<file path="src/rtl/friet_pkg.sv">
// rtl/friet_pkg.sv - shared constants, types and helpers for the protected Friet core
package friet_pkg;

  localparam int STATE_W = 384;
  localparam int LANE_W  = 128;
  localparam logic [4:0] RC_INIT = 5'b01111;

  typedef enum logic [2:0] {
    ST_LOAD,
    ST_INIT,
    ST_RUN,
    ST_CHECK,
    ST_UNLOAD
  } fsm_t;

  // Redundant four-limb state: d carries the parity a^b^c through every step.
  typedef struct packed {
    logic [LANE_W-1:0] d;
    logic [LANE_W-1:0] c;
    logic [LANE_W-1:0] b;
    logic [LANE_W-1:0] a;
  } lanes_t;

  function automatic int beats(input int b);
    return STATE_W / b;
  endfunction

  function automatic int clog2(input int v);
    int r;
    r = 1;
    while ((1 << r) < v) r++;
    return r;
  endfunction

  function automatic logic [LANE_W-1:0] rotl(input logic [LANE_W-1:0] x, input int n);
    return (x << n) | (x >> (LANE_W - n));
  endfunction

  // The 5-bit constant is replicated into every 32-bit slice of the lane.
  function automatic logic [LANE_W-1:0] rc_expand(input logic [4:0] rc);
    return {4{27'd0, rc}};
  endfunction

endpackage

</file>
<file path="src/rtl/friet_permutation_protected_round.sv">
// rtl/friet_permutation_protected_round.sv - one Friet round on the parity-protected four-limb state
module friet_permutation_protected_round
  import friet_pkg::*;
(
  input  lanes_t     lanes,
  input  logic [4:0] rc_c,
  input  logic [4:0] rc_d,
  output lanes_t     lanes_next
);

  always_comb begin
    logic [LANE_W-1:0] a, b, c, d, t;
    a = lanes.a;
    b = lanes.b;
    c = lanes.c ^ rc_expand(rc_c);
    d = lanes.d ^ rc_expand(rc_d);
    // With the parity limb present, the limb-sum steps reduce to pure rewiring.
    {a, b, c, d} = {d, c, a, b};
    t = rotl(c, 1);
    b = b ^ t;
    d = d ^ t;
    t = rotl(b, 80);
    c = c ^ t;
    d = d ^ t;
    {b, d} = {d, b};
    t = rotl(b, 36) & rotl(c, 67);
    a = a ^ t;
    d = d ^ t;
    lanes_next = '{d: d, c: c, b: b, a: a};
  end

endmodule

</file>
<file path="src/rtl/friet_permutation_rc.sv">
// rtl/friet_permutation_rc.sv - one step of the 5-bit round-constant LFSR
module friet_permutation_rc (
  input  logic [4:0] rc,
  output logic [4:0] rc_next
);

  assign rc_next = {rc[3:0], rc[4] ^ rc[2]};

endmodule

</file>
<file path="src/rtl/friet_protected_round_chain.sv">
// rtl/friet_protected_round_chain.sv - combinational chain of protected rounds with duplicated rc sequencing
module friet_protected_round_chain
  import friet_pkg::*;
#(
  parameter int COMBINATIONAL_ROUNDS = 1
) (
  input  lanes_t     lanes,
  input  logic [4:0] rc_c,
  input  logic [4:0] rc_d,
  output lanes_t     lanes_next,
  output logic [4:0] rc_c_next,
  output logic [4:0] rc_d_next
);

  for (genvar g = 0; g < COMBINATIONAL_ROUNDS; g++) begin : g_stage
    lanes_t     l_in, l_out;
    logic [4:0] rcc_in, rcd_in, rcc_out, rcd_out;

    if (g == 0) begin : g_first
      assign l_in   = lanes;
      assign rcc_in = rc_c;
      assign rcd_in = rc_d;
    end else begin : g_next
      assign l_in   = g_stage[g-1].l_out;
      assign rcc_in = g_stage[g-1].rcc_out;
      assign rcd_in = g_stage[g-1].rcd_out;
    end

    friet_permutation_protected_round u_round (
      .lanes      (l_in),
      .rc_c       (rcc_in),
      .rc_d       (rcd_in),
      .lanes_next (l_out)
    );

    friet_permutation_rc u_rc_c (.rc(rcc_in), .rc_next(rcc_out));
    friet_permutation_rc u_rc_d (.rc(rcd_in), .rc_next(rcd_out));
  end

  assign lanes_next = g_stage[COMBINATIONAL_ROUNDS-1].l_out;
  assign rc_c_next  = g_stage[COMBINATIONAL_ROUNDS-1].rcc_out;
  assign rc_d_next  = g_stage[COMBINATIONAL_ROUNDS-1].rcd_out;

endmodule

</file>
<file path="src/rtl/friet_permutation_protected_stream_core.sv">
// rtl/friet_permutation_protected_stream_core.sv - streaming fault-protected Friet permutation core
module friet_permutation_protected_stream_core
  import friet_pkg::*;
#(
  parameter int BUFFER_LENGTH        = 32,
  parameter int COMBINATIONAL_ROUNDS = 1,
  parameter int TOTAL_ROUNDS         = 24,
  parameter int ZEROIZE_ON_FAULT     = 1
) (
  input  logic                     clk,
  input  logic                     aresetn,
  input  logic                     abort,
  input  logic                     in_valid,
  output logic                     in_ready,
  input  logic [BUFFER_LENGTH-1:0] in_data,
  output logic                     out_valid,
  input  logic                     out_ready,
  output logic [BUFFER_LENGTH-1:0] out_data,
  output logic                     busy,
  output logic                     done,
  output logic                     fault
);

  localparam int B     = BUFFER_LENGTH;
  localparam int BEATS = beats(B);
  localparam int R     = TOTAL_ROUNDS / COMBINATIONAL_ROUNDS;
  localparam int BCW   = clog2(BEATS);
  localparam int RCW   = clog2(R);
  localparam logic [BCW-1:0] BEAT_LAST  = BCW'(BEATS - 1);
  localparam logic [RCW-1:0] ROUND_LAST = RCW'(R - 1);

  fsm_t st_q, st_d;
  logic [STATE_W-1:0] state_q;
  (* dont_touch = "true" *) logic [LANE_W-1:0] parity_q;
  (* dont_touch = "true" *) logic fault_q;
  logic [4:0]     rc_c_q, rc_d_q, rc_c_nx, rc_d_nx;
  logic [BCW-1:0] beat_cnt_q;
  logic [RCW-1:0] round_cnt_q;
  lanes_t         lanes_nx;
  logic [STATE_W-1:0] load_shift, unload_rot;
  logic in_fire, out_fire, par_err, rc_err, fault_final;

  assign in_fire     = in_valid & in_ready & ~abort;
  assign out_fire    = out_valid & out_ready & ~abort;
  assign par_err     = |(state_q[127:0] ^ state_q[255:128] ^ state_q[383:256] ^ parity_q);
  assign rc_err      = rc_c_q != rc_d_q;
  assign fault_final = fault_q | par_err;
  assign load_shift  = STATE_W'({in_data, state_q} >> B);
  assign unload_rot  = STATE_W'({state_q, state_q} >> B);
  assign out_data    = state_q[B-1:0];
  assign fault       = fault_q;

  friet_protected_round_chain #(.COMBINATIONAL_ROUNDS(COMBINATIONAL_ROUNDS)) u_chain (
    .lanes      (lanes_t'({parity_q, state_q})),
    .rc_c       (rc_c_q),
    .rc_d       (rc_d_q),
    .lanes_next (lanes_nx),
    .rc_c_next  (rc_c_nx),
    .rc_d_next  (rc_d_nx)
  );

  always_ff @(posedge clk or negedge aresetn) begin
    if (!aresetn) st_q <= ST_LOAD;
    else          st_q <= st_d;
  end

  always_comb begin
    st_d = st_q;
    if (abort) begin
      st_d = ST_LOAD;
    end else begin
      case (st_q)
        ST_LOAD:   if (in_fire && beat_cnt_q == BEAT_LAST) st_d = ST_INIT;
        ST_INIT:   st_d = ST_RUN;
        ST_RUN:    if (round_cnt_q == ROUND_LAST) st_d = ST_CHECK;
        ST_CHECK:  st_d = ST_UNLOAD;
        ST_UNLOAD: if (out_fire && beat_cnt_q == BEAT_LAST) st_d = ST_LOAD;
        default:   st_d = ST_LOAD;
      endcase
    end
  end

  always_comb begin
    in_ready  = st_q == ST_LOAD;
    out_valid = st_q == ST_UNLOAD;
    busy      = (st_q == ST_INIT) | (st_q == ST_RUN) | (st_q == ST_CHECK);
    done      = (st_q == ST_CHECK) & ~abort;
  end

  always_ff @(posedge clk or negedge aresetn) begin
    if (!aresetn) begin
      beat_cnt_q  <= '0;
      round_cnt_q <= '0;
      fault_q     <= 1'b0;
      rc_c_q      <= RC_INIT;
      rc_d_q      <= RC_INIT;
    end else if (abort) begin
      beat_cnt_q  <= '0;
      round_cnt_q <= '0;
      fault_q     <= 1'b0;
      rc_c_q      <= RC_INIT;
      rc_d_q      <= RC_INIT;
    end else begin
      case (st_q)
        ST_LOAD:
          if (in_fire) beat_cnt_q <= (beat_cnt_q == BEAT_LAST) ? '0 : beat_cnt_q + BCW'(1);
        ST_INIT: begin
          round_cnt_q <= '0;
          fault_q     <= 1'b0;
          rc_c_q      <= RC_INIT;
          rc_d_q      <= RC_INIT;
        end
        ST_RUN: begin
          rc_c_q      <= rc_c_nx;
          rc_d_q      <= rc_d_nx;
          fault_q     <= fault_q | par_err | rc_err;
          round_cnt_q <= (round_cnt_q == ROUND_LAST) ? '0 : round_cnt_q + RCW'(1);
        end
        ST_CHECK: fault_q <= fault_final;
        ST_UNLOAD:
          if (out_fire) beat_cnt_q <= (beat_cnt_q == BEAT_LAST) ? '0 : beat_cnt_q + BCW'(1);
        default: ;
      endcase
    end
  end

  // Datapath registers carry no reset; abort still scrubs them synchronously.
  always_ff @(posedge clk) begin
    if (abort) begin
      state_q  <= '0;
      parity_q <= '0;
    end else begin
      case (st_q)
        ST_LOAD:   if (in_fire) state_q <= load_shift;
        ST_INIT:   parity_q <= state_q[127:0] ^ state_q[255:128] ^ state_q[383:256];
        ST_RUN: begin
          state_q  <= {lanes_nx.c, lanes_nx.b, lanes_nx.a};
          parity_q <= lanes_nx.d;
        end
        ST_CHECK:  if (ZEROIZE_ON_FAULT != 0 && fault_final) state_q <= '0;
        ST_UNLOAD: if (out_fire) state_q <= unload_rot;
        default: ;
      endcase
    end
  end

endmodule
</file>
<file path="config.mk">
export PLATFORM = sky130hd
export DESIGN_NAME = friet_permutation_protected_stream_core
export DESIGN_NICKNAME = d
export VERILOG_FILES = /design/src/rtl/friet_pkg.sv /design/src/rtl/friet_permutation_protected_round.sv /design/src/rtl/friet_permutation_rc.sv /design/src/rtl/friet_protected_round_chain.sv /design/src/rtl/friet_permutation_protected_stream_core.sv
export SDC_FILE = /design/constraint.sdc
export NUM_CORES = 2
export LEC_CHECK = 0
export ABC_AREA = 1
export CORE_MARGIN = 8
export CORE_UTILIZATION = 44
export DETAILED_ROUTE_END_ITERATION = 12
export DONT_BUFFER_PORTS = 1
export PLACE_DENSITY = 0.68
export SYNTH_ARGS = -nofsm -noshare
export SYNTH_HDL_FRONTEND = slang
export SYNTH_SLANG_ARGS = --single-unit
</file>
<file path="constraint.sdc">
create_clock -name clk -period 6.5 [get_ports clk]
set_input_delay 1.95 -clock clk [delete_from_list [all_inputs] [get_ports clk]]
set_output_delay 1.95 -clock clk [all_outputs]
set_load 0.02 [all_outputs]
</file>
## Word-level counts from Yosys, hierarchy flattened

Cells that the tools add are included.

- Add/sub/neg operators: 2
- Equal/unequal tests: 15
- Muxes and demuxes: 24
- Bitwise operators: 28
- Reduce and logical (&&, ||, !) cells: 12

Operator list:

| cell | number |
|---|---|
| one-hot mux 384 bit (4 select lines) | 1 |
| two-way mux 384 bit | 3 |
| XOR 128 bit | 9 |
| one-hot mux 128 bit (2 select lines) | 1 |
| XOR 128 x 101 -> 128 bit | 2 |
| bitwise AND 128 bit | 1 |
| bitwise OR 128 x 1 -> 128 bit | 1 |
| bitwise OR 128 x 36 -> 128 bit | 1 |
| bitwise OR 128 x 67 -> 128 bit | 1 |
| bitwise OR 128 x 80 -> 128 bit | 1 |
| OR reduction 128 bit | 1 |
| one-hot mux 5 bit (2 select lines) | 3 |
| two-way mux 5 bit | 4 |
| two-way mux 4 bit | 4 |
| one-hot mux 3 bit (5 select lines) | 1 |
| two-way mux 3 bit | 4 |
| inequality test 3 x 2 -> 1 bit (second input constant) | 4 |
| one-hot mux 4 bit (2 select lines) | 1 |
| nonzero test 4 bit | 2 |
| equality test 3 x 2 -> 1 bit (second input constant) | 2 |
| AND reduction 3 bit | 2 |
| nonzero test 3 bit | 2 |
| adder 5 x 1 -> 5 bit (second input constant) | 1 |
| bitwise AND 1 bit | 5 |
| other kinds (18) | 24 |

- Register bits: 535
- Bits of input ports: 37
- Logic and storage cells: 89

## Depth between registers and ports, before layout

- Depth after elaboration: 8
- Gate-level depth with buffers: 22
- Depth with buffers taken out: 18

## Modules after synthesis

From an unflattened synthesis, not the netlist that was laid out.

- Cell total of the unflattened synthesis: 7053
- Area, all modules: 42981.2 µm²

By module, submodules not included:

| module | times used | cells each | area each (µm²) | sequential area each (µm²) |
|---|---|---|---|---|
| friet_permutation_protected_stream_core | 1 | 5021 | 32129.6 | 10835.4 |
| friet_permutation_protected_round | 1 | 2014 | 10754.1 | 0.0 |
| friet_permutation_rc | 2 | 9 | 48.8 | 0.0 |

## Worst setup path before layout

No wires, ideal clock.

- Path kind: input-to-output
- Start: input port abort
- End: output port done
- Data arrival time: 2.895 ns
- Setup slack: 1.655 ns
- Stages on the path: 4
- Cells stage by stage: clkbuf_1 -> clkbuf_1 -> clkbuf_1 -> nor2_1

- Cells in the longest elaborated chain, start to end: 2

Ends and longest elaborated chain:

| what | line | source |
|---|---|---|
| from (decl) | friet_permutation_protected_stream_core.sv:12 | `input logic abort,` |
| inverter 1 bit | friet_permutation_protected_stream_core.sv:87 | `done = (st_q == ST_CHECK) & ~abort;` |
| bitwise AND 1 bit | friet_permutation_protected_stream_core.sv:87 |  |
| to (decl) | friet_permutation_protected_stream_core.sv:20 | `output logic done,` |

No other way between the ends.

## Worst setup path after layout

- Start: register st_q[2]
- End: output port done

- Cells in the longest elaborated chain, start to end: 2

Ends and longest elaborated chain:

| what | line | source |
|---|---|---|
| from (decl) | friet_permutation_protected_stream_core.sv:32 | `fsm_t st_q, st_d;` |
| from (signal assigned) | friet_permutation_protected_stream_core.sv:64 | `else st_q <= st_d;` |
| equality test 3 x 2 -> 1 bit | friet_permutation_protected_stream_core.sv:87 |  |
| bitwise AND 1 bit | friet_permutation_protected_stream_core.sv:87 |  |

No other way between the ends.

==> results.json <==
{
  "clock_latency_ps": 660,
  "fin_worst_skew_ps": 37.9,
  "ctsResizeCount": 0,
  "layout_common_cells": "nand2_1 (1602), inv_1 (834), nand3_1 (663)",
  "critPathKind": "flip-flop to output port",
  "max-clock-path-buffers": 3,
  "ys_ff_latch": 535,
  "drt-initial-drc-count": 6962,
  "dieArea_um2": 104000,
  "clock-root-buffer": "clkbuf_16",
  "ys_warn_count": 0,
  "synth_ff_type": "dfxtp_1",
  "clock_sinks": 535,
  "io_pins": 74,
  "vias_per_cell": 5.78,
  "critPathSlowestCell": "buf_4",
  "final_util_pct": 46.7,
  "cp-end-kind": "output port",
  "fmax_mhz": 199,
  "syn-mean-instance-area_um2": 6.10,
  "grt_max_degree": 213,
  "initial_core_util_pct": 44.4,
  "hpwl_mm": 131,
  "finalCritPeriodShare_pct": 77.2,
  "relSlewSlack_pct": 10.1,
  "hold_buffers": 0,
  "syn_area_um2": 41400,
  "layout_commonest_cell": "nand2_1",
  "hold_viol": 0,
  "drtPass1Iterations": 9,
  "vias": 44800,
  "synth-edff-count": 0,
  "p_leak_nw": 17.8,
  "crit_chain": "nor2_4 > buf_4 > inv_2 > nor2_1 > inv_1 > nor2_1",
  "drive_above_1_share_pct": 3.06,
  "fp.dieH_um": 323,
  "h-tree-depth": 3,
  "syn_inst": 6776,
  "grt_pass1_vias": 37900,
  "wl_mm": 179,
  "gp_congestion": 1.02,
  "antenna_found_initial": 17,
  "post_cts_buffers": 0,
  "path_max_fanout": 62,
  "min_period_ps": 5020,
  "maxSlewViolCount": 0,
  "design.core.area_um2": 93200,
  "ir_worst_vdd_mv": 0.200,
  "async_reset_ff_share_pct": 4.30,
  "die_x_um": 323,
  "wl_per_cell_um": 23.2,
  "cts_tree": "yes",
  "ys_types": 44,
  "maxCapViolCount": 0,
  "setup_tns_ps": 0,
  "outcome": "completed",
  "synth.net_count": 6815,
  "drc_errors": 0,
  "cpPeakStageDelay_ps": 580,
  "worstHoldPathType": "flip-flop to flip-flop",
  "fill_cells": 9839,
  "io_buffers": 0,
  "startpoint_type": "flip-flop",
  "overflow": 0,
  "finalSetupViolations": 0,
  "fin_nets": 6461,
  "path_common_cell": "nor2_1",
  "cp.required_ps": 4550,
  "cts_made_buffers": 66,
  "track_usage_pct": 32.9,
  "drtAntennaViolNets": 0,
  "rsz0062_at_grt": "no",
  "tightestPinTransition_ps": 1330,
  "yosysSeqAreaShare_pct": 26.2,
  "rows": 112,
  "grt_pass1_wl_mm": 258,
  "power_density_nw_per_um2": 250,
  "area_growth_pct": 5.28,
  "cp.arrival_ps": 3070,
  "path_clk_slew_ps": 60
}
-- stage by stage --
step | worst slack, ps | hold slack (ps) | total power, mW | area (µm²) | std cells
floorplan | 1650 | 472 | 5.80 | 41400 | 6776
global placement | 2000 | 484 | 6.85 | 41300 | 7608
detailed placement | 1990 | 497 | 6.87 | 41300 | 7608
CTS | 1480 | 503 | 10.7 | 43500 | 7727
global route | 1410 | 529 | 11.2 | 43500 | 7734
finish | 1480 | 504 | 10.9 | 43500 | 7743
-- where the power goes --
| group | internal, mW | switching [mW] |
|---|---|---|
| sequential | 3.46 | 0.360 |
| combinational | 0.974 | 2.17 |
| clock | 2.26 | 1.65 |
| total | 6.69 | 4.18 |
-- kinds of logic after synthesis --
logic type      Yosys count  synth area share [%]
simple gates           2848                  28.0
fa+ha+maj                 2                0.0605
compound gates         1343                  17.4
flops                   535                  26.2
xor+xnor                705                  15.0
buf+inv                1343                  13.3
-- critical path: cells and delay by family, from the launching register on --
kind          cells  cell delay, ps
flops             1             470
simple gates      3             900
buf+inv           3            1020
-- per-layer routing --
metal | part of all wire [%] | track usage, %
met5 | 0.015 | 0
met4 | 6.0 | 16.8
met3 | 14 | 9.52
met2 | 40 | 46.5
met1 | 40 | 45.0
-- sequential cells by signal, summed over array words and instances, names as in the netlist --
signal	cells
rc_c_q	5
st_q	3
state_q	384
fault	1
rc_d_q	5
parity_q	128
round_cnt_q	5
beat_cnt_q	4
-- path summary, 6_finish.rpt --
path	from	depth (start not counted)	to	slack [ps]
worst max-delay path	st_q[2]$_DFFE_PN0P_	6	done	1480
worst min-delay path	parity_q[2]$_SDFFE_PP0N_	2	parity_q[2]$_SDFFE_PP0N_	500
worst max register to register	state_q[34]$_SDFFE_PP0P_	12	state_q[156]$_SDFFE_PP0P_	1990
worst min register to register	parity_q[2]$_SDFFE_PP0N_	2	parity_q[2]$_SDFFE_PP0N_	500
max in group asynchronous	aresetn	0	rc_d_q[3]$_DFFE_PN1P_	5330
min in group asynchronous	aresetn	0	beat_cnt_q[0]$_DFFE_PN0P_	990
-- cells in the mapped netlist (all sizes together), types with 7 or more instances --
master | count | area, µm²
xor2 | 337 | 2950
nand4 | 10 | 62.6
o32ai | 7 | 61.3
o211ai | 15 | 113
nor3 | 10 | 50.1
nand2 | 1602 | 6010
o21ai | 550 | 2750
inv | 874 | 3280
buf | 248 | 1390
dfxtp | 512 | 10200
dfrtp | 15 | 375
a22o | 12 | 105
dfstp | 8 | 210
nand3 | 665 | 3330
nor2 | 551 | 2070
xnor2 | 367 | 3210
or2 | 8 | 50.1
clkbuf | 220 | 843
a21oi | 505 | 2530
o22ai | 229 | 1430
-- final cells by class --
type	count	area [µm²]	share of cell area, %
clock buffer	103	1930	4.44
antenna	16	40.0	0.0920
inverter	875	3300	7.58
sequential	535	10800	24.9
clock inverter	16	245	0.563
multi-input combinational	4898	25100	57.6
tap	1254	1570	3.60
timing repair buffer	46	546	1.25
(Power assumes the default switching activity.)
